--- src/rtl/fetch_queue.sv ---
// Fetch stage: owns the PC, issues one ibus request at a time, and buffers
// returned instructions (or misalign markers) in a DEPTH-entry FIFO for decode.
module fetch_queue #(
  parameter int unsigned DEPTH    = 4,
  parameter logic [63:0] RESET_PC = 64'h8000_0000
) (
  input  logic        clk,
  input  logic        reset,
  output logic        ireq_valid,
  output logic [63:0] ireq_addr,
  input  logic        iresp_data_ok,
  input  logic [31:0] iresp_data,
  input  logic        redirect,
  input  logic [63:0] redirect_pc,
  output logic        out_valid,
  input  logic        out_ready,
  output logic [63:0] out_pc,
  output logic [31:0] out_instr,
  output logic        out_misalign,
  output logic        stallf
);

  localparam int unsigned PW = $clog2(DEPTH);
  localparam int unsigned CW = PW + 1;

  typedef enum logic [1:0] {IDLE, REQ, DROP, HALT} state_t;

  typedef struct packed {
    logic [63:0] pc;
    logic [31:0] instr;
    logic        misalign;
  } entry_t;

  state_t         state, state_nxt;
  logic [63:0]    pc, pc_nxt;
  logic [63:0]    req_addr;
  logic [PW-1:0]  wr_ptr, rd_ptr;
  logic [CW-1:0]  count;
  entry_t         mem [DEPTH];
  entry_t         push_entry;
  logic           full, push, pop, issue;

  assign full      = (count == CW'(DEPTH));
  assign pop       = out_valid & out_ready & ~redirect;

  // Next-state, PC update and push decision; redirect overrides everything.
  always_comb begin
    state_nxt  = state;
    pc_nxt     = pc;
    push       = 1'b0;
    issue      = 1'b0;
    push_entry = '{pc: pc, instr: 32'h0, misalign: 1'b0};
    case (state)
      IDLE: begin
        if (!redirect && !full) begin
          if (pc[1:0] != 2'b00) begin
            push                = 1'b1;
            push_entry.misalign = 1'b1;
            state_nxt           = HALT;
          end else begin
            issue     = 1'b1;
            state_nxt = REQ;
          end
        end
      end
      REQ: begin
        if (iresp_data_ok) begin
          if (!redirect) begin
            push             = 1'b1;
            push_entry.instr = iresp_data;
            pc_nxt           = pc + 64'd4;
          end
          state_nxt = IDLE;
        end else if (redirect) begin
          state_nxt = DROP;
        end
      end
      DROP: begin
        if (iresp_data_ok) state_nxt = IDLE;
      end
      HALT: begin
        if (redirect) state_nxt = IDLE;
      end
      default: state_nxt = IDLE;
    endcase
    if (redirect) pc_nxt = redirect_pc;
  end

  always_ff @(posedge clk) begin
    if (reset) begin
      state    <= IDLE;
      pc       <= RESET_PC;
      req_addr <= RESET_PC;
      wr_ptr   <= '0;
      rd_ptr   <= '0;
      count    <= '0;
    end else begin
      state <= state_nxt;
      pc    <= pc_nxt;
      if (issue) req_addr <= pc;
      if (redirect) begin
        wr_ptr <= '0;
        rd_ptr <= '0;
        count  <= '0;
      end else begin
        if (push) wr_ptr <= wr_ptr + PW'(1);
        if (pop)  rd_ptr <= rd_ptr + PW'(1);
        case ({push, pop})
          2'b10:   count <= count + CW'(1);
          2'b01:   count <= count - CW'(1);
          default: count <= count;
        endcase
      end
    end
  end

  // Storage needs no reset: validity is tracked entirely by count.
  always_ff @(posedge clk) begin
    if (push && !redirect && !reset) mem[wr_ptr] <= push_entry;
  end

  assign ireq_valid   = (state == REQ) | (state == DROP);
  assign ireq_addr    = req_addr;
  assign out_valid    = (count != '0);
  assign out_pc       = mem[rd_ptr].pc;
  assign out_instr    = mem[rd_ptr].instr;
  assign out_misalign = out_valid & mem[rd_ptr].misalign;
  assign stallf       = full | ((state == REQ) & ~iresp_data_ok) | (state == DROP);

endmodule

--- config.mk ---
export PLATFORM = sky130hd
export DESIGN_NAME = fetch_queue
export DESIGN_NICKNAME = d
export VERILOG_FILES = /design/src/rtl/fetch_queue.sv
export SDC_FILE = /design/constraint.sdc
export NUM_CORES = 1
export LEC_CHECK = 0
export CORE_AREA = 3 3 234 236
export CTS_CLUSTER_SIZE = 20
export DETAILED_ROUTE_END_ITERATION = 10
export DIE_AREA = 0 0 237 239
export SLEW_MARGIN = 5
export SYNTH_ARGS = -nofsm -noshare
export SYNTH_HDL_FRONTEND = slang
export SYNTH_SLANG_ARGS = --single-unit
--- constraint.sdc ---
create_clock -name clk -period 4.9 [get_ports clk]
set_input_delay 0.735 -clock clk [delete_from_list [all_inputs] [get_ports clk]]
set_output_delay 0.735 -clock clk [all_outputs]
set_load 0.005 [all_outputs]
Word level (Yosys, flattened, before mapping)
Memories as Yosys holds them, arrays and structs flattened. A register that Yosys moved wholly into a read port is not among the register bits.
Cells that the tools add are included.
- register bits after elaboration: 137
- memory bits (writable): 388
- memories kept: 1
- add/subtract/negate cells: 5
- equal/unequal tests: 10
- muxes and demuxes: 27
- bitwise logic cells: 9
- reductions and logical operators: 15
- memory list (name ; words ; bits a word ; read ports ; clocked after memory_dff ; write ports ; RTL line ; text):
    mem ; 4 ; 97 ; 1 ; 1 ; 1 ; 39 ; entry_t mem [DEPTH];
- operator list (cell ; number):
    64-bit two-way mux ; 3
    32-bit two-way mux ; 3
    64-bit by 3-bit adder with 64-bit output (second input constant) ; 1
    2-bit two-way mux ; 8
    1-bit two-way mux ; 10
    2-bit case mux with 4 select lines ; 1
    2-bit nonzero test ; 4
    2-bit == test (second input constant) ; 3
    2-bit != test (second input constant) ; 3
    3-bit case mux with 2 select lines ; 1
    2-bit by 1-bit adder with 2-bit output (second input constant) ; 2
    1-bit bitwise AND ; 4
    2-bit by 1-bit == test with 1-bit output (second input constant) ; 2
    4-bit AND reduction ; 1
    3-bit by 1-bit adder with 3-bit output (second input constant) ; 1
    3-bit == test (second input constant) ; 1
    1-bit logical AND ; 3
    1-bit zero test ; 3
    3-bit != test (second input constant) ; 1
    1-bit OR ; 3
    3-bit nonzero test ; 1
    3-bit by 1-bit subtractor with 3-bit output (second input constant) ; 1
    2-bit zero test ; 1
    1-bit inverter ; 2
    other kinds (3) ; 3

Depth between registers and ports, before layout
- depth in word-level cells: 9
- mapped depth: 11
- mapped depth without buffers: 11

Worst setup path before layout
No wires, ideal clock.
- path kind: input port to flip-flop
- start point: in redirect
- end point: mem mem[0][0] (netlist name) (enable)
- arrival time: 3891 ps
- required time: 4433 ps
- setup slack: 542 ps
- cell stages on the path: 5
- path buffers: 1
- cell sequence: clkbuf_1 nor3_1 nor2_1 nor2_1 and2_1
- longest elaborated chain between the ends: 8
- RTL lines (item ; RTL line ; text):
    from (decl) ; 13 ; input logic redirect,
    1-bit zero test ; 55, 119 ;
    1-bit logical AND ; 55 ; if (!redirect && !full) begin
    1-bit two-way mux ; 55 ;
    1-bit case mux with 2 select lines ; 53 ; case (state)
    1-bit logical AND * (2 in a row) ; 119 ; if (push && !redirect && !reset) mem[wr_ptr] <= push_entry;
    1-bit two-way mux * ; 119 ;
    1-bit two-way mux (implied by the code) * ; 119 ;
    to (decl) ; 39 ;
Every way passes the cells marked *; elsewhere a longest branch is shown, timed or not.

==> flow_summary.json <==
{
  "leakage_nw": 8.36,
  "drt-total-wl_um": 57700,
  "fin_ws_ns": 1.23,
  "die_h_um": 239,
  "post-route-period-util_pct": 74.9,
  "setup_violations": 0,
  "critPathArrivalTime_ns": 2.94,
  "grt_pass1_vias": 13600,
  "status": "completed",
  "cts_tree": "built",
  "num_vias": 13500,
  "pre_cts_ws_ns": 1.26,
  "wl_per_cell_um": 23.6,
  "area_growth_pct": 25.4,
  "final_cell_mix": "edfxtp_1, clkdlybuf4s50_1, nand2_1, dfxtp_1, mux4_2",
  "core-area_um2": 52700,
  "seq_area_frac_synth_pct": 68.3,
  "r2r_cells": 8,
  "p_per_area_nw_per_um2": 379,
  "cp-end-kind": "output pin",
  "hold_viol_final": 0,
  "maxCapViolCount": 0,
  "critPathKind": "register to output pin",
  "grtUsageTotal_pct": 20.1,
  "synth_top_area_share_pct": 55.1,
  "antenna_left": 0,
  "first_pass_iters": 6,
  "hold_buffers": 0,
  "cts_made_buffers": 54,
  "synth-async-reset-ratio_pct": 0,
  "overflow": 0,
  "clk_pin_slew_worst_paths_ns": 0.06,
  "fin_hold_ws_ns": 0.454,
  "nets": 1824,
  "ys_types": 53,
  "synth_cells": 1460,
  "drtIter0Drc": 1198,
  "hold_path_end": "ireq_addr[20]$_SDFFE_PP0P_",
  "clockBufferDepth": 3,
  "design_area_um2": 26500,
  "synth_area_um2": 21100,
  "r2r_setup_slack_ns": 1.66,
  "final_common_cell": "edfxtp_1",
  "ctsResizeCount": 0,
  "start_util_pct": 40.2,
  "max_slew.worst_pin.slew_ns": 1.03,
  "dpl_cell_area_um2": 24600,
  "fin_setup_tns_ns": 0,
  "grt_max_degree": 77,
  "htree_levels": 2,
  "synth_area_leaders": "edfxtp_1, dfxtp_1, mux4_2",
  "rsz0062_at_grt": "no",
  "drive_above_1_share_pct": 13.3,
  "cts.sinks": 527,
  "path_max_fanout": 37,
  "worstHoldPathCells": 2,
  "synth_edf_count": 388,
  "insertion_delay_ns": 0.59,
  "ys_warn_count": 0,
  "maxSlewViolCount": 0,
  "critPathLaunchType": "register",
  "grt_first_pass_wirelength_um": 86500,
  "dp_hpwl_um": 37900,
  "drc": 0,
  "slew_headroom_pct": 31.1,
  "synth.ff_latch_count": 527,
  "die_area_um2": 56600,
  "die_x_um": 237,
  "syn_nets": 1572,
  "period_needed_ns": 3.67,
  "fmax_mhz": 272,
  "clockRootBuffer": "clkbuf_16",
  "io_pins": 265,
  "r2r_end": "mem[1][79]$_DFFE_PP_",
  "synth_ff_type": "edfxtp_1",
  "finalClockSkew_ns": 0.0121,
  "post_cts_buffers": 0,
  "routabilityCongestion": 0.842,
  "rows": 84,
  "io_buffers": 264,
  "min_path_type": "register to register",
  "required_ns": 4.16,
  "synth_largest_area_cell": "edfxtp_1",
  "antenna_found_initial": 1,
  "postSynthAreaPerCell_um2": 14.5,
  "r2r_start": "state[0]$_SDFFE_PP0P_",
  "ir_worst_vdd_uv": 227,
  "min_from": "ireq_addr[20]$_SDFFE_PP0P_",
  "via_per_inst": 5.52
}
[sequential cells by signal, indices dropped and copies added, names as in the netlist, named ones only]
name,flops
wr_ptr,2
ireq_addr,64
mem,388
count,3
rd_ptr,2
state,2
pc,64
[routing by layer]
layer  wire length [um]  GRT usage [%]
met1              25200           28.3
met2              27600           32.2
met3               3610           4.00
met4               1240           5.53
met5                 13              0
[how the worst max path moves through the flow]
stage / from / to / slack (ns)
floorplan: redirect / mem[0][0]$_DFFE_PP_ / 0.54
global placement: iresp_data_ok / pc[59]$_SDFFE_PP0P_ / 1.37
detailed placement: iresp_data_ok / pc[50]$_SDFFE_PP0P_ / 1.26
CTS: register / out_pc[13] / 1.09
global route: register / out_pc[19] / 0.99
finish: register / out_pc[13] / 1.23
[cells in the mapped netlist, drive strengths merged, types with 2 or more instances]
master,instances
edfxtp,388
nand2,189
dfxtp,139
mux4,97
a21oi,83
clkbuf,74
nor2,71
nand3,45
and2,43
and3,27
nand4,27
nor4,25
a211oi,21
buf,21
nor3,19
or4,18
xnor2,18
o21ai,17
and4,16
or3,14
xor2,14
inv,13
mux2i,13
a311oi,12
ha,10
o211ai,6
a2111oi,4
nor2b,4
o31ai,4
or2,4
nor3b,3
o211a,3
a2111o,2
a31oi,2
a32oi,2
nand3b,2
[power by group]
part | switching [mW] | internal, mW
clock | 1.69 | 2.68
combinational | 0.344 | 0.308
sequential | 0.146 | 4.89
[cell type report]
cell class | instances | area [um^2]
fill | 4500 | 26100
sequential | 527 | 14400
tap | 688 | 861
inverter | 14 | 52.6
timing repair buffer | 291 | 2910
clock buffer | 74 | 1580
clock inverter | 28 | 345
multi-input combinational | 824 | 6310
antenna | 2 | 5.00
[cells by family (layout without fill, tap and decap cells)]
family | Yosys count | in the layout | synth area share, %
compound gates | 163 | 163 | 4.81
xor+xnor | 32 | 32 | 1.33
fa+ha+maj | 11 | 11 | 0.686
buf+inv | 109 | 407 | 1.99
flops | 527 | 527 | 68.3
mux | 110 | 110 | 10.9
other cells | 0 | 2 | 0
simple gates | 508 | 508 | 12.0
[per-stage QoR]
| step | instances | util [%] | power (mW) |
|---|---|---|---|
| after floorplan | 1460 | - | 5.38 |
| after global placement | 2344 | 46.7 | 5.77 |
| after detailed placement | 2344 | 46.7 | 5.79 |
| after CTS | 2446 | 50.3 | 10.2 |
| after global routing | 2446 | 50.3 | 10.4 |
| final | 2448 | 50.3 | 10.1 |
[critical path, cell delays in order, from the launching register on]
cell and delay, ns:
dfxtp_4 0.89, buf_4 0.38, mux4_2 0.57, clkdlybuf4s50_1 0.48
Power figures use the tool's default switching activity.
